## config.mk

```make
export PLATFORM = sky130hd
export DESIGN_NAME = bcd_to_decimal_dec_seq
export DESIGN_NICKNAME = d
export VERILOG_FILES = /design/src/rtl/bcd_to_decimal_dec_seq.sv
export SDC_FILE = /design/constraint.sdc
export NUM_CORES = 1
export LEC_CHECK = 0
export CORE_AREA = 2 2 63 65
export DETAILED_ROUTE_END_ITERATION = 10
export DIE_AREA = 0 0 65 67
export PLACE_DENSITY = 0.93
export SLEW_MARGIN = 40
export SYNTH_ARGS = -nofsm -noshare
export SYNTH_HDL_FRONTEND = slang
export SYNTH_SLANG_ARGS = --single-unit
```

## constraint.sdc

```tcl
create_clock -name clk -period 3.4 [get_ports clk]
set_clock_uncertainty 0.15 [all_clocks]
set_input_delay 0.68 -clock clk [delete_from_list [all_inputs] [get_ports clk]]
set_output_delay 0.68 -clock clk [all_outputs]
set_load 0.02 [all_outputs]
```

## src/rtl/bcd_to_decimal_dec_seq.sv

```systemverilog
// Sequential BCD-to-decimal decoder: accepts a packed BCD word and emits one one-hot digit
// per handshake, MSD first. 1-cycle latency from accept to first digit; holds under out_ready=0.
module bcd_to_decimal_dec_seq #(
    parameter int DIGITS = 4,
    parameter int IDXW   = 3
) (
    input  logic                clk,
    input  logic                rst,
    input  logic [4*DIGITS-1:0] bcd_in,
    input  logic                in_valid,
    output logic                in_ready,
    output logic [9:0]          dec_out,
    output logic [IDXW-1:0]     digit_idx,
    output logic                out_last,
    output logic                out_err,
    output logic                out_valid,
    input  logic                out_ready,
    output logic [7:0]          err_count
);

    localparam int W = 4 * DIGITS;

    typedef enum logic {
        ST_IDLE = 1'b0,
        ST_EMIT = 1'b1
    } state_t;

    state_t          r_state;
    logic [W-1:0]    r_shift;
    logic [9:0]      r_dec;
    logic [IDXW-1:0] r_idx;
    logic            r_last;
    logic            r_err;
    logic            r_vld;
    logic            r_rdy;
    logic [7:0]      r_cnt;

    state_t          w_state_nxt;
    logic [W-1:0]    w_shift_nxt;
    logic [9:0]      w_dec_nxt;
    logic [IDXW-1:0] w_idx_nxt;
    logic            w_last_nxt;
    logic            w_err_nxt;
    logic            w_vld_nxt;
    logic            w_rdy_nxt;
    logic [7:0]      w_cnt_nxt;

    logic [W-1:0]    w_shift_dn;
    logic [3:0]      w_digit_dn;
    logic [3:0]      w_msd_in;

    function automatic logic [9:0] decode(input logic [3:0] v);
        if (v < 4'd10) decode = 10'd1 << v;
        else           decode = 10'd0;
    endfunction

    // The shift register keeps the current digit in its top nibble.
    assign w_shift_dn = r_shift << 4;
    assign w_digit_dn = w_shift_dn[W-1 -: 4];
    assign w_msd_in   = bcd_in[W-1 -: 4];

    always_comb begin
        w_state_nxt = r_state;
        w_shift_nxt = r_shift;
        w_dec_nxt   = r_dec;
        w_idx_nxt   = r_idx;
        w_last_nxt  = r_last;
        w_err_nxt   = r_err;
        w_vld_nxt   = r_vld;
        w_rdy_nxt   = r_rdy;
        w_cnt_nxt   = r_cnt;
        case (r_state)
            ST_IDLE: begin
                if (in_valid) begin
                    w_state_nxt = ST_EMIT;
                    w_shift_nxt = bcd_in;
                    w_dec_nxt   = decode(w_msd_in);
                    w_err_nxt   = (w_msd_in > 4'd9);
                    w_idx_nxt   = IDXW'(DIGITS - 1);
                    w_last_nxt  = (DIGITS == 1);
                    w_vld_nxt   = 1'b1;
                    w_rdy_nxt   = 1'b0;
                end
            end
            ST_EMIT: begin
                if (out_ready) begin
                    if (r_err && (r_cnt != 8'hFF)) w_cnt_nxt = r_cnt + 8'd1;
                    if (r_last) begin
                        w_state_nxt = ST_IDLE;
                        w_shift_nxt = '0;
                        w_dec_nxt   = 10'd0;
                        w_err_nxt   = 1'b0;
                        w_idx_nxt   = '0;
                        w_last_nxt  = 1'b0;
                        w_vld_nxt   = 1'b0;
                        w_rdy_nxt   = 1'b1;
                    end else begin
                        w_shift_nxt = w_shift_dn;
                        w_dec_nxt   = decode(w_digit_dn);
                        w_err_nxt   = (w_digit_dn > 4'd9);
                        w_idx_nxt   = r_idx - IDXW'(1);
                        w_last_nxt  = (r_idx == IDXW'(1));
                    end
                end
            end
            default: w_state_nxt = ST_IDLE;
        endcase
    end

    always_ff @(posedge clk or posedge rst) begin
        if (rst) begin
            r_state <= ST_IDLE;
            r_shift <= '0;
            r_dec   <= 10'd0;
            r_idx   <= '0;
            r_last  <= 1'b0;
            r_err   <= 1'b0;
            r_vld   <= 1'b0;
            r_rdy   <= 1'b1;
            r_cnt   <= 8'd0;
        end else begin
            r_state <= w_state_nxt;
            r_shift <= w_shift_nxt;
            r_dec   <= w_dec_nxt;
            r_idx   <= w_idx_nxt;
            r_last  <= w_last_nxt;
            r_err   <= w_err_nxt;
            r_vld   <= w_vld_nxt;
            r_rdy   <= w_rdy_nxt;
            r_cnt   <= w_cnt_nxt;
        end
    end

    assign in_ready  = r_rdy;
    assign out_valid = r_vld;
    assign dec_out   = r_dec;
    assign digit_idx = r_idx;
    assign out_last  = r_last;
    assign out_err   = r_err;
    assign err_count = r_cnt;

endmodule

```

==> metrics.md, run 1 <==
| Metric | Value |
|---|---|
| Status | `finished clean` |
| Largest net degree at the start of global routing | `39` |
| Core area | `0.00361 mm2` |
| Via/cell ratio | `5.86` |
| Row Count | `22` |
| Final TNS setup | `0 ns` |
| EDFF count, synth | `0` |
| R2R Path Start | `r_state$_DFF_PP0_` |
| Startpoint types | `flop` |
| Power per cell area | `between 800 and 900 mW/mm2` |
| ANT cells | `0` |
| Max Transition Viols Final | `0` |
| RSZ-0062 raised after global routing | `false` |
| Worst skew pair latency | `around 0.3 ns` |
| YS warnings | `0` |
| Ys async rst share | `100%` |
| Avg Synthesized Cell Area | `around 10 um2` |
| Synthesized Nets | `between 200 and 250` |
| Tightest Hold Check Type | `flop to flop` |
| Die Wd | `approximately 65 um` |
| Global Route Usage Sum | `22.2%` |
| Crit. End Element | `output port` |
| Via count | `1,635` |
| CTS resizes | `0` |
| Routed Antenna Nets | `0` |
| Residual DRC | `0` |
| IO buf count | `44` |
| R2R Setup Slk | `about 1.4 ns` |
| First-pass GRT wire length | `7110 um` |
| Area contributors post-synth | `dfrtp_1, nor2_1, a221oi_1` |
| Rel. slew slack | `54.9%` |
| Clock Path Buffers | `2` |
| Synth Register Bits | `38` |
| Final period utilization | `69.8%` |
| Most common cell in the netlist | `dfrtp_1` |
| CTS Sinks | `38` |
| Crit path DAT | `1.54 ns` |
| Netlist cell types | `46` |
| Initial antenna violation count | `0` |
| Crit Path Max Fanout | `12` |
| Worst Tran Pin Value | `between 0.6 and 0.7 ns` |
| Maxcap violations | `0` |
| Boundary pin count | `45` |
| Placed instance area | `between 0.002 and 0.0025 mm2` |
| Setup repair bufs after CTS | `0` |
| Die Height | `approximately 67 um` |
| FF-to-FF End | `err_count[5]$_DFFE_PP0P_` |
| Dpl ws | `0.933 ns` |
| Hold_buf cts | `0` |
| DP HPWL | `roughly 3000 um` |
| Share of the synthesized area in the top cell type | `around half` |
| Die ar. | `about 0.0044 mm2` |
| CTS buffer count | `5` |
| Synth top cells by count | `dfrtp_1, nor2_1, a221oi_1` |
| Post-Syn Area | `0.00189 mm2` |
| Crit-path cells | `clkdlybuf4s50_1` |
| Synth-to-layout area growth | `28.5%` |
| Layout cells sized above 1 | `under 10%` |
| Number of DRC markers in iteration 0 | `120` |
| Hold Startpoint | `dec_out[5]$_DFFE_PP0P_` |
| Crit path time final | `2.37 ns` |
| Final setup vio count | `0` |
| Cells after Synth | `around 190` |
| First-pass DRT Iterations | `4` |
| Starting Density | `52.4%` |
| Worst endpoint required time | `2.57 ns` |
| Vias in the first global route | `1,566` |
| Final Instance Area | `between 0.002 and 0.0025 mm2` |
| Crit path largest cell delay | `0.68 ns` |
| Hold_ws | `between 0.3 and 0.4 ns` |
| Clk slew on worst S/H paths | `about 0.07 ns` |
| CP bufs+invs | `1` |
| Critical path class | `flop to output port` |
| Worst Hold Endpoint | `dec_out[5]$_DFFE_PP0P_` |
| Final core utilization | `just under 70%` |
| Hold Path Cell Cnt | `2` |
| PnR worst setup slack | `between 1 and 1.5 ns` |
| TritonCTS clock tree | `built` |
| Htree depth | `2` |
| Gp weighted congestion | `~0.9` |
| Worst vdd ir | `between 300 and 400 uV` |
| Register area share after synthesis | `about 50%` |
| Number of nets in the layout | `between 200 and 300` |
| GRT overflow | `0` |
| DRT Wirelength | `approximately 4300 um` |
| Hold Vio Cnt, Final | `0` |
| LEAKAGE | `approximately 1.0 nW` |
| Maximum clock rate | `0.421 GHz` |
| Crit path max-delay family | `buffers and inverters` |
| Root buffer cell | `clkbuf_8` |
| Worst path slowest cell | `clkdlybuf4s50_1` |
| Reg2reg path depth | `3` |
| Area leader, netlist | `dfrtp_1` |
| Main synth FF type | `dfrtp_1` |
| Routed WL per cell | `around 15 um` |
placed cells by master, fill, tap and decap left out, types with 5 or more instances in the layout:
cell,n
a21oi_1,6
a221oi_1,11
a22o_1,6
clkbuf_8,5
clkdlybuf4s50_1,44
dfrtp_1,37
inv_1,7
nand2_1,9
nor2_1,35
nor3_1,5
o21ai_0,7
through the flow:
stage	cells	total power, mW
2_1_floorplan	188	1.38
3_3_place_gp	272	1.69
3_5_place_dp	272	1.74
4_1_cts	279	2.04
5_1_grt	279	2.18
6_report	279	2.04
routing by layer:
layer	part of all wire, %	vias up	wire length (um)	track usage [%]
li1	-	774	-	-
met1	42	784	1800	27.9
met2	49	64	2070	34.1
met3	6.0	13	257	4.73
met4	3.0	0	129	15.2
met5	0	-	0	0
registers in the layout, summed over array words and instances (netlist names):
register	count
err_count	8
dec_out	10
r_state	1
out_err	1
out_last	1
in_ready	1
r_shift	12
digit_idx	3
out_valid	1
how the worst max path moves through the flow:
| stage | endpoint | cells past startpoint | start | slack (ns) |
|---|---|---|---|---|
| 6_report | out_last | 1 | out_last$_DFFE_PP0P_ | 1.03 |
| 5_1_grt | out_last | 1 | out_last$_DFFE_PP0P_ | 0.98 |
| 4_1_cts | out_last | 1 | out_last$_DFFE_PP0P_ | 1.03 |
| 3_5_place_dp | err_count[5]$_DFFE_PP0P_ | 4 | out_ready | 0.93 |
| 3_3_place_gp | err_count[7]$_DFFE_PP0P_ | 4 | out_ready | 0.99 |
| 2_1_floorplan | dec_out[0]$_DFFE_PP0P_ | 1 | rst | 1.71 |
worst min-delay path, stage by stage (launching register included):
cell and delay (ns):
dfrtp_1 0.35, nand2_1 0.04, o21ai_0 0.06
kinds of logic (layout without fill, tap and decap cells):
logic type               count (synthesis)  count (layout)  synth area share, %
multiplexers                             6               6                 3.71
XOR/XNOR                                 2               2                0.927
adder cells (fa/ha/maj)                  3               3                 1.99
flip-flops                              38              38                 50.4
AO/OA/AOI/OAI                           46              46                 18.1
buffers and inverters                   17              60                 4.57
AND/OR/NAND/NOR                         76              76                 20.3
report_power, final:
group / switching, mW / internal, mW / total [mW]
Combinational: 0.466 / 0.434 / 0.899
Sequential: 0.206 / 0.632 / 0.838
Clock: 0.161 / 0.137 / 0.298
Total: 0.832 / 1.20 / 2.04
cell type report:
type | count | area (um2)
clock buffers | 5 | 68.8
fillers | 260 | 1180
clock inverters | 2 | 10.0
repair buffers | 46 | 455
well taps | 48 | 60.1
multi-input cells | 133 | 856
inverters | 7 | 26.3
flip-flops and latches | 38 | 952
(Power assumes the default switching activity.)
==> inputs of run 2 (changes only) <==
CORE_AREA = 2 2 66 68   (was 2 2 63 65)
DIE_AREA = 0 0 68 70   (was 0 0 65 67)
PLACE_DENSITY = 0.86   (was 0.93)
clock period = 2.3 ns   (was 3.4 ns; I/O delays follow)
==> metrics.md, run 2 (same netlist as run 1, synthesis figures left out) <==
| Metric | Value |
|---|---|
| Worst Hold Endpoint | `dec_out[5]$_DFFE_PP0P_` |
| Setup repair bufs after CTS | `0` |
| Clk slew on worst S/H paths | `0.07 ns` |
| ANT cells | `0` |
| Boundary pin count | `45` |
| Row Count | `24` |
| Maximum clock rate | `roughly 0.49 GHz` |
| R2R Setup Slk | `0.42 ns` |
| Seq pwr share | `around two fifths` |
| Hold Startpoint | `dec_out[5]$_DFFE_PP0P_` |
| Internal power | `about 1.9 mW` |
| First-pass GRT wire length | `6850 um` |
| Worst Tran Pin Value | `slightly below 0.7 ns` |
| Status | `finished clean` |
| Placed Instances | `280` |
| CP Depth | `1` |
| Worst endpoint required time | `~1.7 ns` |
| Crit path largest cell delay | `approximately 0.6 ns` |
| Largest Register | `r_shift` |
| Die Wd | `slightly below 70 um` |
| Htree depth | `2` |
| Sw Ratio | `38.8%` |
| Critical path class | `flop to output port` |
| Final period utilization | `about 90%` |
| Footprint of the multi-input gates | `856 um2` |
| Crit path time final | `2.06 ns` |
| Hold Vio Cnt, Final | `0` |
| Fillers | `approximately 360` |
| Global Route Usage Sum | `19.3%` |
| Via/cell ratio | `about 5.7` |
| Routed WL per cell | `between 10 and 15 um` |
| Core area | `0.00414 mm2` |
| First-pass DRT Iterations | `5` |
| Number of DRC markers in iteration 0 | `110` |
| Clock Path Buffers | `2` |
| Power per cell area | `1250 mW/mm2` |
| TritonCTS clock tree | `built` |
| Reg2reg path depth | `4` |
| Crit path DAT | `1.45 ns` |
| CTS resizes | `0` |
| Hold_ws | `0.333 ns` |
| Leading cell type in the layout, fill and taps excluded | `clkdlybuf4s50_1` |
| RSZ-0062 raised after global routing | `false` |
| Vias in the first global route | `around 1,500` |
| CTS Sinks | `38` |
| Layout Cells excl Fill | `approximately 290` |
| CP bufs+invs | `1` |
| Startpoint types | `flop` |
| Die ar. | `between 0.004 and 0.005 mm2` |
| Starting Density | `around 46%` |
| DP HPWL | `2900 um` |
| Register area | `~950 um2` |
| Hold Path Cell Cnt | `2` |
| Crit Path Max Fanout | `3` |
| Die Height | `roughly 70 um` |
| R2R Path Start | `r_state$_DFF_PP0_` |
| FF-to-FF End | `digit_idx[2]$_DFFE_PP0P_` |
| IO buf count | `between 40 and 50` |
| Final setup vio count | `0` |
| Hold_buf cts | `0` |
| Crit-path cells | `clkdlybuf4s50_1` |
| LEAKAGE | `~1.1 nW` |
| Psw | `about 1.2 mW` |
| Crit. End Element | `output port` |
| Via count | `1,643` |
| CTS buffer count | `5` |
| Final TNS setup | `0 ns` |
| Worst vdd ir | `roughly 550 uV` |
| Layout cells sized above 1 | `10.2%` |
| Routed Antenna Nets | `0` |
| Largest net degree at the start of global routing | `39` |
| Root buffer cell | `clkbuf_8` |
| Crit path max-delay family | `buffers and inverters` |
| Commonest cells after routing, fill and taps aside | `clkdlybuf4s50_1, dfrtp_1, nor2_1` |
| Clock network power share | `17.1%` |
| DRT Wirelength | `4240 um` |
| Synth-to-layout area growth | `32.6%` |
| Gp weighted congestion | `~0.86` |
| Max reg flops | `12` |
| Initial antenna violation count | `0` |
| Worst path slowest cell | `clkdlybuf4s50_1` |
| Worst skew pair latency | `just under 0.3 ns` |
| Residual DRC | `0` |
| Tightest Hold Check Type | `flop to flop` |
| Rel. slew slack | `roughly 55%` |
| Maxcap violations | `0` |
| GRT overflow | `0` |
| Number of nets in the layout | `258` |
| Max Transition Viols Final | `0` |
| Comb pwr share | `about 44%` |
-- run 2: worst max path at each step --
stage                             startpoint                  endpoint  slack, ns
finish                  in_ready$_DFFE_PP1P_                  in_ready       0.24
global route            in_ready$_DFFE_PP1P_                  in_ready       0.22
CTS                     in_ready$_DFFE_PP1P_                  in_ready       0.23
detailed placement                 out_ready  err_count[6]$_DFFE_PP0P_       0.17
global placement                   out_ready  err_count[6]$_DFFE_PP0P_       0.22
floorplan           err_count[0]$_DFFE_PP0P_  err_count[1]$_DFFE_PP0P_       0.67
-- run 2: metrics by stage --
stage	power (mW)	util (%)	area [um2]	worst slack (ns)
after floorplan	2.05	-	1890	0.670
after global placement	2.55	57.9	2400	0.217
after detailed placement	2.60	57.9	2400	0.173
after CTS	3.14	60.5	2510	0.229
after global routing	3.32	60.5	2510	0.216
final	3.12	60.5	2510	0.238
-- run 2: final cells by class --
cell class,count,share of cell area [%]
clock buffer,8,4.39
inverter,7,1.05
multi-input combinational,133,34.1
sequential,38,38.0
tap,52,2.59
timing repair buffer,50,19.9
-- run 2: layer usage --
| metal | wire [um] | global-route usage [%] | up-vias | part of all wire [%] |
|---|---|---|---|---|
| li1 | - | - | 783 | - |
| met1 | 1870 | 26.0 | 794 | 44 |
| met2 | 2010 | 28.6 | 60 | 47 |
| met3 | 288 | 5.64 | 6 | 6.8 |
| met4 | 70 | 8.22 | 0 | 1.7 |
| met5 | 0 | 0 | - | 0 |
-- run 2: power by group through the flow --
stage / logic (mW) / registers (mW) / clock network [mW]
after floorplan: 0.703 / 1.34 / 0
after global placement: 1.33 / 1.22 / 0
after detailed placement: 1.37 / 1.23 / 0
after CTS: 1.38 / 1.22 / 0.545
after global routing: 1.49 / 1.26 / 0.571
final: 1.37 / 1.22 / 0.534
==> inputs of run 3 (changes only) <==
CAP_MARGIN = 10   (was unset)
CTS_CLUSTER_DIAMETER = 200   (was unset)
==> results of run 3 <==
Final layout, timing and power as in run 2 (identical DEF).
